**config.mk**
```make
export PLATFORM = sky130hd
export DESIGN_NAME = byte_packer
export DESIGN_NICKNAME = d
export VERILOG_FILES = /design/src/rtl/byte_packer_pkg.sv /design/src/rtl/byte_packer_nearest_idx.sv /design/src/rtl/byte_packer.sv
export SDC_FILE = /design/constraint.sdc
export NUM_CORES = 1
export LEC_CHECK = 0
export ABC_AREA = 1
export CORE_MARGIN = 2
export CORE_UTILIZATION = 52
export CTS_CLUSTER_DIAMETER = 50
export CTS_CLUSTER_SIZE = 24
export DETAILED_ROUTE_END_ITERATION = 10
export PLACE_DENSITY_LB_ADDON = 0.12
export SYNTH_ARGS = -nofsm -noshare
export SYNTH_HDL_FRONTEND = slang
export SYNTH_SLANG_ARGS = --single-unit
```
**constraint.sdc**
```tcl
create_clock -name clk -period 2.9 [get_ports clk]
set_clock_uncertainty 0.15 [all_clocks]
set_input_delay 0.435 -clock clk [delete_from_list [all_inputs] [get_ports clk]]
set_output_delay 0.435 -clock clk [all_outputs]
set_load 0.05 [all_outputs]
```
**src/rtl/byte_packer_pkg.sv**
```systemverilog
// Shared widths, lane word type and fill-state enum for byte_packer.
// Lane 0 of word_t is the most significant byte of the packed word.
package byte_packer_pkg;

  localparam int BYTE_W = 8;
  localparam int LANES  = 4;
  localparam int CNT_W  = $clog2(LANES);

  typedef logic [0:LANES-1][BYTE_W-1:0] word_t;

  typedef enum logic {
    FILLING,
    STALLED
  } fill_state_t;

  // Keep the first n lanes of w and replace the remaining lanes with the pad byte.
  function automatic word_t pad_word(word_t w, logic [CNT_W:0] n, logic [BYTE_W-1:0] fill);
    word_t r;
    for (int i = 0; i < LANES; i++) begin
      r[i] = (i < int'(n)) ? w[i] : fill;
    end
    return r;
  endfunction

endpackage

```
**src/rtl/byte_packer_nearest_idx.sv**
```systemverilog
// nearest_idx_sel: picks the lane closest to the word's average byte value.
// Only compiled when BYTE_PACKER_NEAREST_IDX_EN is defined.
`ifdef BYTE_PACKER_NEAREST_IDX_EN
module nearest_idx_sel
  import byte_packer_pkg::*;
(
  input  word_t      word,
  output logic [1:0] idx
);

  localparam int DW = 12;

  logic [DW-1:0]          sum;
  logic signed [DW-1:0]   diff;
  logic signed [2*DW-1:0] dext;
  logic [2*DW-1:0]        sq [LANES];
  logic [2*DW-1:0]        best;

  // Comparing 4*lane against the sum avoids a divide; strict < keeps the lowest index on ties.
  always_comb begin
    sum  = '0;
    diff = '0;
    dext = '0;
    for (int i = 0; i < LANES; i++) begin
      sum = sum + DW'(word[i]);
    end
    for (int i = 0; i < LANES; i++) begin
      diff  = $signed(DW'({word[i], 2'b00})) - $signed(sum);
      dext  = (2*DW)'(diff);
      sq[i] = $unsigned(dext * dext);
    end
    idx  = 2'd0;
    best = sq[0];
    for (int i = 1; i < LANES; i++) begin
      if (sq[i] < best) begin
        best = sq[i];
        idx  = 2'(i);
      end
    end
  end

endmodule
`endif

```
**src/rtl/byte_packer.sv**
```systemverilog
// byte_packer: packs a byte stream into 32-bit words, with flush of partial words.
// Define BYTE_PACKER_NEAREST_IDX_EN to enable the dout_idx nearest-to-average output.
module byte_packer
  import byte_packer_pkg::*;
#(
  parameter logic [BYTE_W-1:0] FILL = 8'h00
) (
  input  logic        clk,
  input  logic        rst,
  input  logic [7:0]  din,
  input  logic        din_valid,
  output logic        din_ready,
  input  logic        flush,
  output logic [31:0] dout,
  output logic [2:0]  dout_count,
  output logic        dout_valid,
  input  logic        dout_ready,
  output logic [1:0]  dout_idx
);

  fill_state_t      state;
  logic [CNT_W-1:0] cnt;
  word_t            acc;
  word_t            dout_q;
  logic [CNT_W:0]   dout_count_q;
  logic             dout_valid_q;
  logic             pend;

  logic             out_free;
  logic             accept;
  logic             full;
  logic             load;
  logic [CNT_W:0]   cnt_a;
  logic [CNT_W-1:0] cnt_n;
  word_t            acc_a;
  word_t            word_n;
  logic             valid_n;

  assign out_free   = !dout_valid_q || dout_ready;
  // STALLED is kept equal to (cnt==3 && word held), so this is !(cnt==3 && !out_free).
  assign din_ready  = !(state == STALLED && !dout_ready);
  assign accept     = din_valid && din_ready;

  assign dout       = dout_q;
  assign dout_count = dout_count_q;
  assign dout_valid = dout_valid_q;

  // The byte accepted this cycle lands first, so a flush sees it and a fourth byte wins outright.
  always_comb begin
    acc_a = acc;
    if (accept) begin
      acc_a[cnt] = din;
    end
    cnt_a   = {1'b0, cnt} + {{CNT_W{1'b0}}, accept};
    full    = accept && (cnt == CNT_W'(LANES - 1));
    load    = out_free && (full || (pend && (cnt_a != '0)));
    word_n  = pad_word(acc_a, cnt_a, FILL);
    cnt_n   = load ? '0 : cnt_a[CNT_W-1:0];
    valid_n = load || (dout_valid_q && !dout_ready);
  end

  always_ff @(posedge clk) begin
    if (rst) begin
      state        <= FILLING;
      cnt          <= '0;
      acc          <= '0;
      pend         <= 1'b0;
      dout_q       <= '0;
      dout_count_q <= '0;
      dout_valid_q <= 1'b0;
    end else begin
      cnt          <= cnt_n;
      acc          <= load ? '0 : acc_a;
      dout_valid_q <= valid_n;
      if (load) begin
        dout_q       <= word_n;
        dout_count_q <= cnt_a;
      end
      if (flush) begin
        pend <= 1'b1;
      end else if (load || (cnt_a == '0)) begin
        pend <= 1'b0;
      end
      state <= ((cnt_n == CNT_W'(LANES - 1)) && valid_n) ? STALLED : FILLING;
    end
  end

`ifdef BYTE_PACKER_NEAREST_IDX_EN
  logic [1:0] idx_n;
  logic [1:0] idx_q;

  nearest_idx_sel u_nearest_idx_sel (
    .word (word_n),
    .idx  (idx_n)
  );

  always_ff @(posedge clk) begin
    if (rst) begin
      idx_q <= 2'd0;
    end else if (load) begin
      idx_q <= idx_n;
    end
  end

  assign dout_idx = idx_q;
`else
  assign dout_idx = 2'd0;
`endif

endmodule

```
### After elaboration in Yosys (flattened, before gate mapping)

Index checks and enable logic that the tools add are counted.

| storage, ports and cells | value |
|---|---|
| register bits | 72 |
| output and inout bits | 39 |
| logic and storage cells | 54 |

| operators by class | value |
|---|---|
| $add $sub $neg | 1 |
| magnitude comparators | 6 |
| equal/unequal tests | 2 |
| mux-type cells | 12 |
| bitwise gates (word level) | 1 |
| reductions and logical operators | 19 |

Operators with widths:

| cell | number |
|---|---|
| $mux W8 | 5 |
| $bwmux W32 | 1 |
| $mux W32 | 1 |
| $demux W8 S2 | 1 |
| $logic_and A1 B1 Y1 | 8 |
| $lt A1 B3 Y1 const A | 2 |
| $lt A2 B3 Y1 const A | 2 |
| $eq A2 B2 Y1 const B | 2 |
| $logic_or A1 B1 Y1 | 4 |
| $add A2 B1 Y3 | 1 |
| $ge A3 B3 Y1 const B | 1 |
| $logic_not A1 Y1 | 3 |
| $logic_not A3 Y1 | 1 |
| $lt A3 B1 Y1 const B | 1 |
| $mux W1 | 3 |
| $not A2 Y3 | 1 |
| $reduce_bool A3 Y1 | 1 |
| $mux W2 | 1 |
| $reduce_bool A2 Y1 | 1 |
| $reduce_or A2 Y1 | 1 |

### Longest topological paths before layout

| logic depth | value |
|---|---|
| depth after elaboration | 13 |
| depth in mapped cells | 17 |

### Worst setup path after synthesis

No wires, ideal clock.

| timing | value |
|---|---|
| kind | input -> register |
| start | input dout_ready |
| end | register dout_q (netlist bit dout[1]) |
| arrival time | 2379 ps |
| data required time | 2624 ps |
| setup slack | 245 ps |
| stages on the path | 17 |
| path buffers | 3 |
| path through | inv_1 > nand2_4 > nand2_1 > inv_1 > buf_4 > ha_1 > inv_1 > ha_1 > inv_1 > nand2_1 > nand2_1 > nand2_4 > nand2_4 > buf_12 > buf_8 > nand3_1 > o21ai_0 |

| on the way | value |
|---|---|
| longest elaborated chain between the ends | 9 |

Ends and longest elaborated chain:

| item | RTL line | text |
|---|---|---|
| from (decl) | byte_packer.sv:17 | `input logic dout_ready,` |
| $logic_not A1 Y1 * | byte_packer.sv:41 | `assign din_ready = !(state == STALLED && !dout_ready);` |
| $logic_and A1 B1 Y1 * | byte_packer.sv:41 |  |
| $logic_not A1 Y1 * | byte_packer.sv:41 |  |
| via din_ready | byte_packer.sv:12 | `output logic din_ready,` |
| $logic_and A1 B1 Y1 * | byte_packer.sv:42 | `assign accept = din_valid && din_ready;` |
| $add A2 B1 Y3 * | byte_packer.sv:54 | `cnt_a = {1'b0, cnt} + {{CNT_W{1'b0}}, accept};` |
| via cnt_a[1] | byte_packer.sv:33 | `logic [CNT_W:0] cnt_a;` |
| branches (longest 4 deep; another with $lt A2 B3 Y1) | - |  |
| to (signal assigned) | byte_packer.sv:76 | `dout_q <= word_n;` |
| to (decl) | byte_packer.sv:24 | `word_t dout_q;` |

Mark *: on every way through the listed nets, which the timed path passes.
A chain may end at the register's enable or synchronous reset.

### Worst setup path after layout

| timing | value |
|---|---|
| start | input dout_ready |
| end | register dout_q (netlist bit dout[23]) |

| on the way | value |
|---|---|
| longest elaborated chain between the ends | 9 |

Ends and longest elaborated chain:

| item | RTL line |
|---|---|
| $logic_not A1 Y1 * | byte_packer.sv:41 |
| $logic_and A1 B1 Y1 * | byte_packer.sv:41 |
| $logic_not A1 Y1 * | byte_packer.sv:41 |
| $logic_and A1 B1 Y1 * | byte_packer.sv:42 |
| $add A2 B1 Y3 * | byte_packer.sv:54 |
| via cnt_a[1] | byte_packer.sv:33 |
| branches (longest 4 deep; another with $lt A1 B3 Y1) | - |

Marks and branches as above.

==> metrics.cfg <==
[logic_synthesis]
syn_inst=371
synth_area_mm2=0.00289
synth_top_cell_by_area=dfxtp_1
synth_seq_cells=72
synth.avg_cell_area_um2=7.79
ys_warn_count=0
yosysSeqAreaShare=0.498
ys_types=26
ys_top_cells_by_area=dfxtp_1 (50%), nand2_1 (9.6%), o21ai_0 (6.8%)
synth_top_area_share=0.498

[setup_path]
worstPathArrival_ns=2.76
critPathLaunchType=primary input
critical_path_required_ns=3.02
end_kind=flip-flop
cp_max_fo=8
criticalPathCategory=primary input to flip-flop
r2r_slack_ns=0.56

[sta]
setup_violations=0
fin_tns_setup_ns=0
finalCritPeriodShare=0.909
hold_violations=0
rsz0062_at_grt=no
worst_slew_pin_slew_ns=0.718
fin_hold_ws_ns=0.317
slew_headroom=0.520
fmax_mhz=379
slew_violations=0
min_period_ns=2.64
fin_ws_ns=0.264

[global_routing]
first_global_vias=2260
grt_usage=0.217
grt_max_degree=27
antenna_found_initial=0
overflow=0
grt_pass1_wl_um=10400

[layout]
n_fill_cell=509
final_common_cell=nand2_1
syn2layout_area_growth_pct=25.2
nNetsFinal=441
final_cell_mix=nand2_1 (74), dfxtp_1 (72), nor2_1 (49), clkdlybuf4s50_1 (49), o21ai_0 (39)
drive_gt1_frac=0.0837
num_antenna_cells=0

[placed_design]
io_buffers=49
gp_congestion=0.853
dp_hpwl_um=4320
place_ws_ns=-0.0595

[drt]
ant_nets=0
drtIter0Drc=95
viasPerCell=4.98
wire_per_inst_um=12.5
firstDrtPassIters=4
wl_um=6260
drc=0
dr_total_vias=2502

[floorplanning]
core_area_mm2=0.00544
die_w_um=78.6
die_h_um=78.6
die-area_mm2=0.00617
io-pin-count=52
row_count=27
start_util=0.532

[clocking]
insertion_delay_ns=0.35
cts_tree=done
h-tree-depth=3
clock-sinks=72
clockRootBuffer=clkbuf_8
cts.path.max_buffers=2
cts_made_buffers=9
hold_buffers=0
clkTransAtPathRegs_ns=0.07
cts_setup_buffers=0
cts_resized=0

[power_and_ir_drop]
p_per_area_mw_per_mm2=581
p_leak_nw=1.58
ir_drop_uv=414

[worst_hold_path]
hold_class=flip-flop to flip-flop

[flow_run]
cap_violations=0

[status]
status=complete, no violations

[cell usage after synthesis (all sizes together)]
cell,n
o21a,1
buf,19
nand3,38
nand4,4
nor3,8
nor2,51
nand2,79
o21ai,57
a21oi,2
dfxtp,72
clkinv,1
inv,35
conb,1
ha,3
[worst max-delay path, stage by stage]
cell             delay (ns)
clkdlybuf4s50_1        0.46
inv_1                  0.07
nand2_4                0.10
nand2_1                0.07
inv_1                  0.08
ha_1                   0.18
inv_1                  0.06
ha_1                   0.32
inv_1                  0.08
nand2_1                0.07
nand2_1                0.11
nand2_4                0.13
nand4_1                0.35
o21ai_1                0.25
[power by group]
group / leakage (nW) / switching, W / internal [W]
clock network: 0.0927 / 0.000357 / 0.000380
registers: 0.584 / 0.0000181 / 0.00103
logic: 0.898 / 0.000210 / 0.000109
[final cells by class]
type	instances	area [µm²]	share of cell area
clock buffers	14	173	0.0477
clock inverters	2	12.5	0.00346
inverters	36	136	0.0377
multi-input cells	245	1160	0.321
flip-flops and latches	72	1440	0.398
well taps	72	90.1	0.0249
repair buffers	61	606	0.167
[stage by stage]
step	cell area [µm²]	cells	power (W)	utilization
after floorplan	2900	372	0.00130	-
after global placement	3430	486	0.00138	0.631
after detailed placement	3430	486	0.00139	0.631
after CTS	3620	502	0.00212	0.666
after global routing	3620	502	0.00218	0.666
final	3620	502	0.00210	0.666
[layer usage]
layer,vias to the layer above,routed length (µm),GRT usage
met2,61,2790,0.339
met3,12,341,0.0448
met5,-,0,0
li1,1295,-,-
met1,1134,3000,0.284
met4,0,127,0.111
[worst paths after layout]
path / depth (start not counted) / end / startpoint
worst min register to register: 2 / dout_count[2] / dout_count[2]
worst max-delay path: 14 / dout[23] / dout_ready
worst min-delay path: 2 / dout_count[2] / dout_count[2]
worst max register to register: 12 / dout[23] / state
[state kept, by name, indices dropped and copies added (netlist names)]
| name | flops |
|---|---|
| dout_valid | 1 |
| dout_count | 3 |
| state | 1 |
| cnt | 2 |
| pend | 1 |
| acc | 32 |
| dout | 32 |
[cell families (layout without fill, tap and decap cells)]
kind of cell    count (synthesis)  count (layout)  synth area share
compound gates                 60              60             0.105
fa+ha+maj                       3               3            0.0130
buf+inv                        55             113             0.101
flops                          72              72             0.498
other cells                     1               2           0.00130
simple gates                  180             180             0.281
No activity file was read; power rests on OpenSTA's default activity.
